[src/rtl/pipe_hazard_ctrl.sv]
// Pipeline sequencing controller: load-use bubbles, MDU front-end hold and branch squash.
// Optional stall performance counter enabled by defining STALL_PERF_CNT_EN.
module pipe_hazard_ctrl #(
    parameter int MULT_CYCLES = 4,
    parameter int DIV_CYCLES  = 32
) (
    input  logic       clk,
    input  logic       rst,
    input  logic [4:0] id_rs_addr,
    input  logic [4:0] id_rt_addr,
    input  logic       id_rs_used,
    input  logic       id_rt_used,
    input  logic       id_branch_taken,
    input  logic       ex_is_load,
    input  logic       ex_rf_wena,
    input  logic [4:0] ex_rf_waddr,
    input  logic       ex_mdu_op,
    input  logic       ex_mdu_is_div,
    output logic       pc_wena,
    output logic       if_id_wena,
    output logic       id_ex_wena,
    output logic       ex_mem_wena,
    output logic       mem_wb_wena,
    output logic       if_id_flush,
    output logic       id_ex_flush,
    output logic       ex_mem_flush,
    output logic       mdu_start,
    output logic       mdu_busy
`ifdef STALL_PERF_CNT_EN
    ,
    output logic [31:0] stall_cnt
`endif
);

    typedef enum logic {
        ST_RUN,
        ST_MDU_BUSY
    } state_e;

    localparam logic [4:0] MULT_LOAD = 5'(MULT_CYCLES - 2);
    localparam logic [4:0] DIV_LOAD  = 5'(DIV_CYCLES - 2);

    state_e     state_q, state_d;
    logic [4:0] cnt_q, cnt_d;
    logic       load_use;

    always_comb begin
        load_use = ex_is_load & ex_rf_wena & (ex_rf_waddr != 5'd0) &
                   ((id_rs_used & (id_rs_addr == ex_rf_waddr)) |
                    (id_rt_used & (id_rt_addr == ex_rf_waddr)));
    end

    always_comb begin
        state_d      = state_q;
        cnt_d        = cnt_q;
        pc_wena      = 1'b0;
        if_id_wena   = 1'b0;
        id_ex_wena   = 1'b0;
        ex_mem_wena  = 1'b0;
        mem_wb_wena  = 1'b0;
        if_id_flush  = 1'b0;
        id_ex_flush  = 1'b0;
        ex_mem_flush = 1'b0;
        mdu_start    = 1'b0;
        mdu_busy     = 1'b0;
        if (!rst) begin
            unique case (state_q)
                ST_RUN: begin
                    if (ex_mdu_op) begin
                        // Start cycle: front end frozen, EX/MEM receives bubbles until release.
                        ex_mem_wena  = 1'b1;
                        mem_wb_wena  = 1'b1;
                        ex_mem_flush = 1'b1;
                        mdu_start    = 1'b1;
                        cnt_d        = ex_mdu_is_div ? DIV_LOAD : MULT_LOAD;
                        state_d      = ST_MDU_BUSY;
                    end else if (load_use) begin
                        id_ex_wena  = 1'b1;
                        ex_mem_wena = 1'b1;
                        mem_wb_wena = 1'b1;
                        id_ex_flush = 1'b1;
                    end else begin
                        pc_wena     = 1'b1;
                        if_id_wena  = 1'b1;
                        id_ex_wena  = 1'b1;
                        ex_mem_wena = 1'b1;
                        mem_wb_wena = 1'b1;
                        if_id_flush = id_branch_taken;
                    end
                end
                ST_MDU_BUSY: begin
                    mdu_busy = 1'b1;
                    if (cnt_q != 5'd0) begin
                        ex_mem_wena  = 1'b1;
                        mem_wb_wena  = 1'b1;
                        ex_mem_flush = 1'b1;
                        cnt_d        = cnt_q - 5'd1;
                    end else begin
                        // Release: ex_mdu_op is still high but belongs to the finishing op.
                        pc_wena     = 1'b1;
                        if_id_wena  = 1'b1;
                        id_ex_wena  = 1'b1;
                        ex_mem_wena = 1'b1;
                        mem_wb_wena = 1'b1;
                        if_id_flush = id_branch_taken;
                        state_d     = ST_RUN;
                    end
                end
                default: state_d = ST_RUN;
            endcase
        end
    end

    always_ff @(posedge clk) begin
        if (rst) begin
            state_q <= ST_RUN;
            cnt_q   <= 5'd0;
        end else begin
            state_q <= state_d;
            cnt_q   <= cnt_d;
        end
    end

`ifdef STALL_PERF_CNT_EN
    logic [31:0] stall_cnt_q;

    always_ff @(posedge clk) begin
        if (rst) begin
            stall_cnt_q <= 32'd0;
        end else if (!pc_wena) begin
            stall_cnt_q <= stall_cnt_q + 32'd1;
        end
    end

    assign stall_cnt = stall_cnt_q;
`endif

endmodule

[config.mk]
export PLATFORM = sky130hd
export DESIGN_NAME = pipe_hazard_ctrl
export DESIGN_NICKNAME = d
export VERILOG_FILES = /design/src/rtl/pipe_hazard_ctrl.sv
export SDC_FILE = /design/constraint.sdc
export NUM_CORES = 1
export LEC_CHECK = 0
export ABC_AREA = 1
export BUFFER_PORTS_ARGS = -buffer_cell sky130_fd_sc_hd__buf_2
export CORE_MARGIN = 2
export CORE_UTILIZATION = 46
export DETAILED_ROUTE_END_ITERATION = 12
export PLACE_DENSITY = 0.84
export SYNTH_ARGS = -nofsm -noshare
export SYNTH_HDL_FRONTEND = slang
export SYNTH_SLANG_ARGS = --single-unit
[constraint.sdc]
create_clock -name clk -period 3.8 [get_ports clk]
set_input_delay 0.38 -clock clk [delete_from_list [all_inputs] [get_ports clk]]
set_output_delay 0.38 -clock clk [all_outputs]
set_load 0.02 [all_outputs]
Yosys cells after proc, flatten, opt, wreduce, memory -nomap -nowiden
Cells that the tools add are included.
W data, S select, Z words.

operators by class
  multiplexer cells = 30
  bitwise operators = 7
  equality and inequality tests = 4
  reductions and logical operators = 3
  add/subtract/negate cells = 1

operators with widths
  kind                   count
  $mux W1                22
  $mux W5                3
  $eq A5 B5 Y1           2
  $pmux W5 S2            1
  $reduce_bool A5 Y1     2
  $pmux W1 S2            4
  $and A1 B1 Y1          5
  $sub A5 B1 Y5 const B  1
  $ne A2 B1 Y1 const B   1
  $ne A2 B2 Y1 const B   1
  $reduce_and A2 Y1      1
  $not A1 Y1             1
  $or A1 B1 Y1           1

word-level totals
  output and inout bits = 10
  word-level logic and storage cells = 47
  input bits = 24
  flip-flop bits (word level) = 6

Longest topological paths before layout
  depth after elaboration = 8
  depth in mapped cells = 10
  depth with buffers taken out = 9

Worst setup path before layout
Ideal clock, no wire load.

  kind = reg-to-output
  from = register cnt_q[0]
  to = output pc_wena
  path slack = 1.923 ns
  arrival = 1.497 ns
  path buffers = 1
  data required time = 3.420 ns
  stages on the path, launching flop included = 8
  cell sequence = dfxtp_1 inv_1 ha_1 a41oi_2 nor2_2 nand2_1 inv_1 buf_4

between the ends
  word-level cells in the longest chain between the ends = 4

ends and longest elaborated chain
  item                    line  text
  from (decl)             44    logic [4:0] cnt_q, cnt_d;
  from (signal assigned)  120   cnt_q <= cnt_d;
  $reduce_bool A5 Y1      93    if (cnt_q != 5'd0) begin
  $mux W1                 -
  $pmux W1 S2             -
  $mux W1                 -
  to (decl)               19    output logic pc_wena,

Every way passes these cells.

Final worst setup path
  from = register cnt_q[0]
  to = output if_id_flush

between the ends
  word-level cells in the longest chain between the ends = 4

ends and longest elaborated chain
  item                line  text
  $reduce_bool A5 Y1  93
  $mux W1             93
  $pmux W1 S2         67    unique case (state_q)
  $mux W1             66    if (!rst) begin
  to (decl)           24    output logic if_id_flush,

Every way passes these cells.

==> results.toml <==
[run_status]
status = "finished, final reports clean"

[placed_design]
hpwl_mm = 1.23
gp_congestion = 0.745
io_buffers = 33

[timing]
final.min_clock_period_ps = 2000
timing_hold_violations_final = 0
rsz0062_at_grt = "false"
fmax_mhz = 499
skew_ps = 0.295
worstMarginPinSlew_ps = 266
whs_ps = 447
final_max_slew_viol_count = 0
tns_ps = 0
period_share = 0.527
slew_headroom = 0.822
finalSetupViolations = 0

[cells_and_area]
final_cell_mix = "46 x nand2_1, 33 x buf_2, 25 x inv_1, 15 x nor2_1, 6 x dfxtp_1"
multi_input_area_um2 = 382
layout_commonest_cell = "nand2_1"
antenna_cells = 0
n_fill_cell = 131
area_delta_synth_final_pct = 31.2
register_area_um2 = 120
finalNetCount = 178
post-route-util = 0.635
drive_gt1_frac = 0.260

[power]
p_int_uw = 154
power.share.sequential = 0.329
power.leakage_nw = 0.538
p_sw_uw = 99.6
clockPowerShare = 0.225
switching_share = 0.393
peakVddDrop_mv = 0.188
powerDensity_nw_per_um2 = 315
pwr-share-comb = 0.446

[worst_setup_path]
cp-endpoint = "if_id_flush"
reg2reg_depth = 5
crit_fanout = 6
arrival_ps = 1620
critical_path_class = "flop to primary output"
endpoint_kind = "primary output"
crit_path_start_kind = "flop"
ff2ff_setup_slack_ps = 2490
crit_start = "cnt_q[0]"
timing.rr.start = "cnt_q[0]"
required_ps = 3420
r2r_end = "cnt_q[4]"

[clocking]
cts_buffers = 3
insertion_delay_ps = 240
hold_buffers = 0
htreeDepth = 1
clockRootBuffer = "clkbuf_4"
cts_buffer_depth = 2
cts_resized = 0
clk_pin_slew_ps = 40
clkSinkCount = 6
cts_tree = "done"
post_cts_buffers = 0

[logic_synthesis]
synthSimpleGateAreaFrac = 0.462
synth.distinct_cells = 18
yosysTopAreaCellShare = 0.281
synth_area_um2 = 614
synth.avg_cell_area_um2 = 5.30
yosysTopAreaCell = "nand2_1"
synth_xor_xnor_area_share = 0.0285
yosys-top-cells-area = "nand2_1 28%, dfxtp_1 20%, inv_1 15%, nor2_1 9.2%, ha_1 4.1%"
ys_ff_latch = 6
yosys.area_share.adder = 0.0407
synth_cells = 116
synth_top_family_by_area = "simple AND/OR/NAND/NOR gates"
synthMuxAreaShare = 0
yosysWarnings = 0
syn-num-nets = 142
ys_seq_area_frac = 0.196
synth_compound_area_frac = 0.0896

[route]
routedWlPerCell_um = 8.44
detail_route.wirelength_mm = 1.39
drc = 0
vias = 746
drt-initial-drc-count = 15
viasPerCell = 4.52
final_antenna_net_count = 0
drt_pass1_iterations = 4

[flow_run]
maxCapViolCount = 0

[global_route]
grt.overflow.total = 0
first_global_vias = 632
grt_max_degree = 8
grt_usage = 0.202
antenna_found_initial = 0
grt_pass1_wl_mm = 2.27

[floorplan]
ios = 34
die_y_um = 40.5
die_area_um2 = 1640
die_x_um = 40.5
initial_utilization = 0.484
core_area_um2 = 1270
rows = 13

[min_path]
hold_class = "flop to flop"
## state kept, by name, indices dropped and copies added, names as in the netlist
name,flops
cnt_q,5
state_q,1
## how the worst min path moves through the flow
stage	start	endpoint	slack, ps	cells after the start
detailed placement	cnt_q[0]	cnt_q[0]	440	1
finish	cnt_q[0]	cnt_q[0]	450	1
global route	cnt_q[0]	cnt_q[0]	460	1
floorplan	cnt_q[0]	cnt_q[0]	420	1
global placement	cnt_q[0]	cnt_q[0]	430	1
CTS	cnt_q[0]	cnt_q[0]	450	1
## synthesized netlist by cell type
cell type and n:
buf_4 2, a21oi_1 1, nand3_1 4, a21boi_0 1, clkinv_1 1, nor2_2 1
nor2_1 15, ha_1 2, nand4_1 2, xor2_1 2, nor2_4 1, a31oi_1 1
nand2_1 46, inv_1 25, nor3_1 1, o21ai_0 4, a41oi_2 1, dfxtp_1 6
## routing by layer
| layer | vias to the layer above | GRT usage | part of all wire |
|---|---|---|---|
| li1 | 414 | - | - |
| met1 | 317 | 0.235 | 0.46 |
| met2 | 15 | 0.369 | 0.49 |
| met3 | 0 | 0.0333 | 0.054 |
| met4 | 0 | 0.0583 | 0 |
| met5 | - | 0 | 0 |
## cell families (layout without fill, tap and decap cells)
logic type,count (synthesis),count (layout)
compound gates,8,8
xor+xnor,2,2
fa+ha+maj,2,2
buf+inv,28,62
flops,6,6
simple gates,70,70
## power groups by stage
| stage | Sequential, mW | Clock, mW | Combinational (mW) |
|---|---|---|---|
| detailed placement | 0.0845 | 0 | 0.114 |
| CTS | 0.0834 | 0.0593 | 0.114 |
| floorplan | 0.0825 | 0 | 0.0803 |
| global placement | 0.0840 | 0 | 0.110 |
| finish | 0.0834 | 0.0570 | 0.113 |
| global route | 0.0849 | 0.0627 | 0.130 |
## critical path, stage by stage, from the launching register on
cell	delay, ps
dfxtp_1	310
inv_1	90
ha_1	190
a41oi_2	190
nor2_2	260
nand2_1	110
nor2_1	80
buf_2	160
## stage by stage
step	setup slack [ps]	total power, mW	instance area, µm²	std cells
floorplan	1920	0.163	614	116
global placement	2120	0.194	783	162
detailed placement	2060	0.198	783	162
CTS	1790	0.257	806	165
global route	1640	0.278	806	165
finish	1800	0.254	806	165
## final cells by class
type / instances / area share
clock buffers: 3 / 0.0280
inverters: 26 / 0.121
multi-input cells: 82 / 0.474
flip-flops and latches: 6 / 0.149
well taps: 15 / 0.0233
repair buffers: 33 / 0.205
Power figures use the tool's default switching activity.
